<file path="src/rtl/fb_access_arbiter_pkg.sv">
// Shared constants, bus state encoding and SRAM address packing for the frame-buffer arbiter.
package fb_pkg;

  localparam int DATA_W = 16;
  localparam int ADDR_W = 20;

  // Raster geometry kept at 10 bits so comparisons against DrawX/DrawY stay width-matched.
  localparam logic [9:0] H_TOTAL = 10'd800;
  localparam logic [9:0] V_TOTAL = 10'd525;
  localparam logic [9:0] H_VIS   = 10'd640;
  localparam logic [9:0] V_VIS   = 10'd480;

  localparam logic [9:0] H_LAST     = H_TOTAL - 10'd1;
  localparam logic [9:0] V_LAST     = V_TOTAL - 10'd1;
  localparam logic [9:0] H_WR_LIMIT = H_TOTAL - 10'd2;

  typedef enum logic [1:0] {
    BUS_IDLE = 2'd0,
    BUS_RD   = 2'd1,
    BUS_WR   = 2'd2
  } bus_state_t;

  function automatic logic [ADDR_W-1:0] fb_addr(input logic page,
                                                input logic [9:0] x,
                                                input logic [9:0] y);
    return {page, y[8:0], x};
  endfunction

endpackage

</file>
<file path="src/rtl/fb_swap_sequencer.sv">
// Double-buffer page ownership: latches a swap request and flips the displayed page at end of frame.
module fb_swap_sequencer
  import fb_pkg::*;
(
  input  logic       VGA_CLK,
  input  logic       RESET,
  input  logic [9:0] draw_x_i,
  input  logic [9:0] draw_y_i,
  input  logic       draw_done_i,
  output logic       page_sel_o,
  output logic       swap_pending_o,
  output logic       swap_ack_o
);

  logic page_q, page_d;
  logic pending_q, pending_d;
  logic ack_q, ack_d;
  logic end_of_frame;

  assign end_of_frame = (draw_x_i == H_LAST) && (draw_y_i == V_LAST);

  // A DRAW_DONE landing on the very last pixel still counts for this frame's swap.
  always_comb begin
    page_d    = page_q;
    pending_d = pending_q;
    ack_d     = 1'b0;
    if (end_of_frame && (pending_q || draw_done_i)) begin
      page_d    = ~page_q;
      pending_d = 1'b0;
      ack_d     = 1'b1;
    end else if (draw_done_i) begin
      pending_d = 1'b1;
    end
  end

  always_ff @(posedge VGA_CLK or posedge RESET) begin
    if (RESET) begin
      page_q    <= 1'b0;
      pending_q <= 1'b0;
      ack_q     <= 1'b0;
    end else begin
      page_q    <= page_d;
      pending_q <= pending_d;
      ack_q     <= ack_d;
    end
  end

  assign page_sel_o     = page_q;
  assign swap_pending_o = pending_q;
  assign swap_ack_o     = ack_q;

endmodule

</file>
<file path="src/rtl/fb_access_arbiter.sv">
// Single-port SRAM frame-buffer arbiter: display reads win in the visible area, draw writes use blanking.
// Optional out-of-range write counter is built when FB_DROP_COUNT_EN is defined.
module fb_access_arbiter
  import fb_pkg::*;
(
  input  logic              VGA_CLK,
  input  logic              RESET,
  input  logic [9:0]        DrawX,
  input  logic [9:0]        DrawY,
  input  logic              WR_VALID,
  output logic              WR_READY,
  input  logic [9:0]        WR_X,
  input  logic [9:0]        WR_Y,
  input  logic [DATA_W-1:0] WR_DATA,
  input  logic              DRAW_DONE,
  output logic              SWAP_ACK,
  output logic              PAGE_SEL,
  output logic [ADDR_W-1:0] SRAM_ADDR,
  output logic              SRAM_WE_N,
  output logic              SRAM_OE_N,
  output logic [DATA_W-1:0] SRAM_DQ_OUT,
  output logic              SRAM_DQ_OE,
  input  logic [DATA_W-1:0] SRAM_DQ_IN,
  output logic [DATA_W-1:0] PIXEL_DATA,
  output logic              PIXEL_VALID,
  output logic [15:0]       DROP_COUNT
);

  logic page_sel, swap_pending;

  fb_swap_sequencer u_swap (
    .VGA_CLK        (VGA_CLK),
    .RESET          (RESET),
    .draw_x_i       (DrawX),
    .draw_y_i       (DrawY),
    .draw_done_i    (DRAW_DONE),
    .page_sel_o     (page_sel),
    .swap_pending_o (swap_pending),
    .swap_ack_o     (SWAP_ACK)
  );

  assign PAGE_SEL = page_sel;

  logic visible, wr_in_range, wr_fire;

  assign visible     = (DrawX < H_VIS) && (DrawY < V_VIS);
  assign wr_in_range = (WR_X < H_VIS) && (WR_Y < V_VIS);

  // Handshake: a write transfers on any rising edge where WR_VALID && WR_READY; WR_READY
  // never depends on WR_VALID. The column exclusions keep an idle bus cycle at both turnarounds.
  assign WR_READY = ~RESET & ~visible & ~swap_pending & (DrawX != H_VIS) & (DrawX < H_WR_LIMIT);
  assign wr_fire  = WR_VALID & WR_READY;

  bus_state_t          bus_state_q, bus_state_d;
  logic [ADDR_W-1:0]   addr_q, addr_d;
  logic [DATA_W-1:0]   dq_out_q, dq_out_d;
  logic                we_n_q, oe_n_q, dq_oe_q;
  logic [DATA_W-1:0]   pixel_data_q;
  logic                pixel_valid_q;

  always_comb begin
    bus_state_d = BUS_IDLE;
    addr_d      = addr_q;
    dq_out_d    = dq_out_q;
    if (visible) begin
      bus_state_d = BUS_RD;
      addr_d      = fb_addr(page_sel, DrawX, DrawY);
    end else if (wr_fire && wr_in_range) begin
      bus_state_d = BUS_WR;
      addr_d      = fb_addr(~page_sel, WR_X, WR_Y);
      dq_out_d    = WR_DATA;
    end
  end

  // SRAM strobes are registered straight from the next state so the pins never glitch.
  always_ff @(posedge VGA_CLK or posedge RESET) begin
    if (RESET) begin
      bus_state_q <= BUS_IDLE;
      addr_q      <= '0;
      dq_out_q    <= '0;
      we_n_q      <= 1'b1;
      oe_n_q      <= 1'b1;
      dq_oe_q     <= 1'b0;
    end else begin
      bus_state_q <= bus_state_d;
      addr_q      <= addr_d;
      dq_out_q    <= dq_out_d;
      we_n_q      <= (bus_state_d != BUS_WR);
      oe_n_q      <= (bus_state_d != BUS_RD);
      dq_oe_q     <= (bus_state_d == BUS_WR);
    end
  end

  always_ff @(posedge VGA_CLK or posedge RESET) begin
    if (RESET) begin
      pixel_data_q  <= '0;
      pixel_valid_q <= 1'b0;
    end else begin
      pixel_valid_q <= (bus_state_q == BUS_RD);
      if (bus_state_q == BUS_RD) pixel_data_q <= SRAM_DQ_IN;
    end
  end

  assign SRAM_ADDR   = addr_q;
  assign SRAM_DQ_OUT = dq_out_q;
  assign SRAM_WE_N   = we_n_q;
  assign SRAM_OE_N   = oe_n_q;
  assign SRAM_DQ_OE  = dq_oe_q;
  assign PIXEL_DATA  = pixel_data_q;
  assign PIXEL_VALID = pixel_valid_q;

`ifdef FB_DROP_COUNT_EN
  logic [15:0] drop_q, drop_d;

  always_comb begin
    drop_d = drop_q;
    if (wr_fire && !wr_in_range && (drop_q != 16'hFFFF)) drop_d = drop_q + 16'd1;
  end

  always_ff @(posedge VGA_CLK or posedge RESET) begin
    if (RESET) drop_q <= 16'd0;
    else       drop_q <= drop_d;
  end

  assign DROP_COUNT = drop_q;
`else
  assign DROP_COUNT = 16'd0;
`endif

endmodule

</file>
<file path="config.mk">
export PLATFORM = sky130hd
export DESIGN_NAME = fb_access_arbiter
export DESIGN_NICKNAME = d
export VERILOG_FILES = /design/src/rtl/fb_access_arbiter_pkg.sv /design/src/rtl/fb_swap_sequencer.sv /design/src/rtl/fb_access_arbiter.sv
export SDC_FILE = /design/constraint.sdc
export NUM_CORES = 1
export LEC_CHECK = 0
export CORE_ASPECT_RATIO = 1.2
export CORE_MARGIN = 2
export CORE_UTILIZATION = 35
export DETAILED_ROUTE_END_ITERATION = 16
export GPL_ROUTABILITY_DRIVEN = 0
export GPL_TIMING_DRIVEN = 0
export PLACE_DENSITY_LB_ADDON = 0.12
export SYNTH_ARGS = -nofsm -noshare
export SYNTH_HDL_FRONTEND = slang
export SYNTH_HIERARCHICAL = 1
export SYNTH_SLANG_ARGS = --single-unit
</file>
<file path="constraint.sdc">
create_clock -name VGA_CLK -period 3.1 [get_ports VGA_CLK]
set_input_delay 0.93 -clock VGA_CLK [delete_from_list [all_inputs] [get_ports VGA_CLK]]
set_output_delay 0.93 -clock VGA_CLK [all_outputs]
set_load 0.05 [all_outputs]
</file>
* Yosys cells after proc, flatten, opt, wreduce, memory -nomap -nowiden *
Index checks and enable logic that the tools add are counted.

cells by class
  bitwise operators = 9
  multiplexer cells = 7
  equal/unequal tests = 7
  $lt $le $gt $ge = 5
  reductions and logical operators = 9

operators with widths
  operator                                                                       count
  20-bit two-way mux                                                             2
  10-bit less-than comparator, second input constant                             3
  10-bit == test, second input constant                                          2
  10-bit by 9-bit less-than comparator with 1-bit output, second input constant  2
  10-bit inequality test, second input constant                                  1
  1-bit bitwise AND                                                              5
  1-bit logical AND                                                              5
  2-bit two-way mux                                                              2
  1-bit NOT                                                                      4
  2-bit nonzero test                                                             2
  1-bit two-way mux                                                              3
  2-bit by 1-bit == test with 1-bit output, second input constant                1
  2-bit == test, second input constant                                           1
  2-bit by 1-bit inequality test with 1-bit output, second input constant        1
  2-bit inequality test, second input constant                                   1
  2-bit AND reduction                                                            1
  1-bit logical OR                                                               1

word-level totals
  flip-flop bits (word level) = 61
  bits of input ports = 76
  output and inout port bits = 75
  word-level logic and storage cells = 48

* Logic depth before layout (Yosys ltp) *
  depth in word-level cells = 12
  gate-level depth with buffers = 10
  gate-level depth less buffers = 7

* Modules after synthesis *
The synthesis kept the hierarchy.

by module, submodules not included
  module             instances  seq. area each (um^2)  cells an instance  area an instance (um^2)
  fb_access_arbiter  1          1428.9                 193                2582.5
  fb_swap_sequencer  1          75.1                   16                 200.2

* Worst setup path after synthesis *
Ideal clock, no wire load.

  path type = input to output
  start point = input port DrawY[8]
  end point = output port WR_READY
  setup slack = 0.036 ns
  arrival = 2.134 ns
  stages on the path = 6
  path buffers = 2
  data required time = 2.170 ns
  path through = a41oi_2 -> and2_1 -> buf_6 -> or4_4 -> buf_6 -> clkinv_8

on the way
  longest elaborated chain between the ends = 7

ends and longest elaborated chain
  item                                                    line                     RTL
  start, declared                                         fb_access_arbiter.sv:9   input logic [9:0] DrawY,
  10-bit by 9-bit less-than comparator with 1-bit output  fb_access_arbiter.sv:46  assign visible = (DrawX < H_VIS) && (DrawY < V_VIS);
  1-bit logical AND                                       fb_access_arbiter.sv:46
  1-bit NOT (no source line)                              -
  1-bit bitwise AND (4 in series)                         fb_access_arbiter.sv:51  assign WR_READY = ~RESET & ~visible & ~swap_pending & (DrawX != H_VIS) & (DrawX < H_WR_LIMIT);
  end, declared                                           fb_access_arbiter.sv:11  output logic WR_READY,

Every way passes these cells.

* Worst setup path after layout *
  start point = input port DrawX[0]
  end point = output port WR_READY

on the way
  longest elaborated chain between the ends = 7
  elaborated cells between the ends (all ways) = 9
  those cells by class = order compare: 2; eq/ne: 1; bitwise: 5; reduce/logical: 1

ends and longest elaborated chain
  item                             line                     RTL
  start, declared                  fb_access_arbiter.sv:8   input logic [9:0] DrawX,
  10-bit less-than comparator      fb_access_arbiter.sv:46
  1-bit logical AND                fb_access_arbiter.sv:46
  1-bit NOT (no source line)       -
  1-bit bitwise AND (3 in series)  fb_access_arbiter.sv:51
  1-bit bitwise AND (*)            fb_access_arbiter.sv:51

Every way passes the cells marked *; elsewhere a longest branch is shown, timed or not.

==> metrics.cfg <==
[run_status]
status = completed

[sta]
worst_pin_slew_ns = 0.735
fin_skew_ns = 0.00505
finalCritPeriodShare_pct = 98.8
finalHoldViolCount = 0
slew_viol_final = 0
rsz0062_at_grt = no
period_minus_slack_ns = 3.06
layout_setup_ws_ns = 0.0362
setup-violations-final = 0
max_slew_margin_pct = 50.9
fin_setup_tns_ns = 0
max_freq_mhz = 326

[global_route]
grt_pass1_wl_um = 11300
antenna_found_initial = 0
gr-usage-all-layers_pct = 16.8
use_met2_pct = 27.9
busiest_layer = met2
groute.layer.met1.usage_pct = 20.7
grt.overflow.total = 0
grt_max_degree = 34
grt_pass1_vias = 2283
grt_use_met3_pct = 4.32

[critical_path]
slowest_stage = or4_4
crit_arrival_ns = 2.13
required_ns = 2.17
path_max_fanout = 3
crit_path_start_kind = input port
path_delay_family = simple AND/OR/NAND/NOR gates
path_cells = dlygate4sd2_1, nor4_1, and4b_1, or4_4, clkinv_8, buf_12
critical_path_class = in -> out
crit_buf_inv = 3
cp_slowest_stage_delay_ns = 0.53
end_kind = primary output

[routing]
ant_nets = 0
wl_per_cell_um = 15.4
first_iter_violations = 59
routed_via_density = 4.73
via_count = 2222
dr.pass1.iters = 4
wl_um = 7250
drc_errors = 0

[synth]
synth-seq-area-share_pct = 54.0
synth_cells = 209
yosysMostFrequentCell = dfrtp_1
synthArstFlopShare_pct = 100
ys_seq_elements = 60
ys_top_cells_by_area = dfrtp_1 52%, mux2_2 6.5%, mux2_4 4.9%
synthFlopType = dfrtp_1
yosys.area.top_type = dfrtp_1
synth-edff-count = 0
syn_area_per_cell_um2 = 13.3
yosysWarningCount = 6
synth_top_cell_area_share_pct = 52.2
ys_types = 47
ys_top_cells_by_count = 58 x dfrtp_1, 17 x buf_4, 16 x mux2_2
synthesis.area_um2 = 2780

[cells_and_area]
post-route-util_pct = 58.9
insertedDiodeCount = 0
drive_above_1_share_pct = 26.2
syn2layout_area_growth_pct = 63.1
layout.nets = 449

[clock_network]
clockBufferDepth = 2
cts_tree = done
clock_sinks = 60
htree_levels = 3
clkLatencyLatePin_ns = 0.33
cts_hold_buf = 0
clk_pin_slew_ns = 0.07
cts_root_buffer = clkbuf_8
cts_buffers = 9

[place]
portBuffers = 134
pre_cts_slack_ns = -1.48
post-dp-hpwl_um = 5430

[floorplan]
num_rows = 35
ioPinCount = 151
initial_core_util_pct = 36.1
dieArea_um2 = 8680
chipHeight_um = 102
core_um2 = 7710
die_w_um = 85.4

[pwr]
peakVddDrop_v = 0.000310
powerDensity_nw_per_um2 = 536
p_leak_nw = 2.05

[flow_run]
drv_cap = 0

[min_path]
hold_path.class = in -> async

layer usage:
layer / part of all wire (%) / wire, um
met5: 0 / 0
met4: 0.94 / 68
met3: 7.7 / 559
met2: 49 / 3550
met1: 42 / 3070
area by class of cell:
type                            instances  area (um^2)
Fill cell                             664         3170
Sequential cell                        60         1500
Timing Repair Buffer                  140         1370
Multi-Input combinational cell        132         1110
Buffer                                 24          185
Clock buffer                           12          145
Tap cell                               92          115
Clock inverter                          4         72.6
Inverter                                6         36.3
state kept, by name (all words and copies together) (netlist names):
| register | cells |
|---|---|
| SRAM_WE_N | 1 |
| u_swap/swap_pending_o | 1 |
| u_swap/swap_ack_o | 1 |
| SRAM_OE_N | 1 |
| PIXEL_VALID | 1 |
| SRAM_ADDR | 20 |
| u_swap/page_sel_o | 1 |
| SRAM_DQ_OUT | 16 |
| bus_state_q | 2 |
| PIXEL_DATA | 16 |
power by group:
group | total [mW] | internal, mW | switching, mW
Clock | 0.776 | 0.474 | 0.302
Combinational | 0.757 | 0.301 | 0.457
Sequential | 0.901 | 0.862 | 0.0391
placed cells by master (no fill, tap or decap), types with 2 or more instances in the layout:
cell / netlist / layout
a31oi_1: 4 / 4
buf_6: 4 / 5
clkbuf_2: 0 / 4
clkinv_2: 1 / 2
a221o_1: 13 / 13
clkdlybuf4s15_2: 0 / 2
and3_1: 13 / 13
mux2_2: 16 / 16
mux2_1: 7 / 7
conb_1: 1 / 16
and4b_1: 2 / 2
mux2_4: 9 / 9
dfrtp_1: 58 / 58
buf_4: 17 / 23
a21oi_1: 6 / 6
dfstp_2: 2 / 2
bufinv_16: 0 / 2
clkbuf_1: 3 / 5
clkdlybuf4s50_1: 0 / 117
nand2_1: 3 / 3
nand3b_1: 2 / 2
buf_12: 1 / 3
buf_2: 0 / 4
clkbuf_8: 0 / 10
o21ai_1: 7 / 6
inv_1: 3 / 2
o211ai_1: 3 / 3
nor2_1: 8 / 8
kinds of logic (layout without fill, tap and decap cells):
kind of cell | count (synthesis) | after routing | synth area share [%]
other | 1 | 16 | 0.135
buffers and inverters | 32 | 186 | 8.77
and+or+nand+nor | 47 | 47 | 12.4
DFF | 60 | 60 | 54.0
AOI/OAI and AO/OA | 36 | 36 | 10.2
muxes | 32 | 32 | 14.2
xor gates and xnor gates | 1 | 1 | 0.315
through the flow:
step | cell area (um^2) | instances | hold WS, ns | total power, mW
finish | 4540 | 470 | 0.483 | 2.43
global route | 4540 | 470 | 0.473 | 2.54
CTS | 4540 | 470 | 0.495 | 2.47
detailed placement | 4320 | 451 | 0.478 | 1.68
global placement | 4300 | 450 | 0.467 | 1.67
floorplan | 2840 | 224 | 0.493 | 1.38
timing repair:
item,CTS,global route
gates resized for setup,61,13
setup buffers,4,1
pin swaps,5,4
endpoints found under the setup margin,28,1
path summary, 6_finish.rpt:
| check | slack (ns) | depth (start not counted) | end | startpoint |
|---|---|---|---|---|
| worst min-delay path | 0.48 | 2 | u_swap/page_sel_o$_DFFE_PP0P_ | RESET |
| worst max register to register | 0.90 | 8 | SRAM_DQ_OUT[3]$_DFFE_PP0P_ | u_swap/swap_pending_o$_DFFE_PP0P_ |
| max in group asynchronous | 1.76 | 3 | SRAM_DQ_OUT[8]$_DFFE_PP0P_ | RESET |
| min in group VGA_CLK | 0.49 | 1 | SRAM_DQ_OUT[4]$_DFFE_PP0P_ | SRAM_DQ_OUT[4]$_DFFE_PP0P_ |
| worst max-delay path | 0.04 | 6 | WR_READY | DrawX[0] |
| worst min register to register | 0.49 | 1 | SRAM_DQ_OUT[4]$_DFFE_PP0P_ | SRAM_DQ_OUT[4]$_DFFE_PP0P_ |
(Power assumes the default switching activity.)
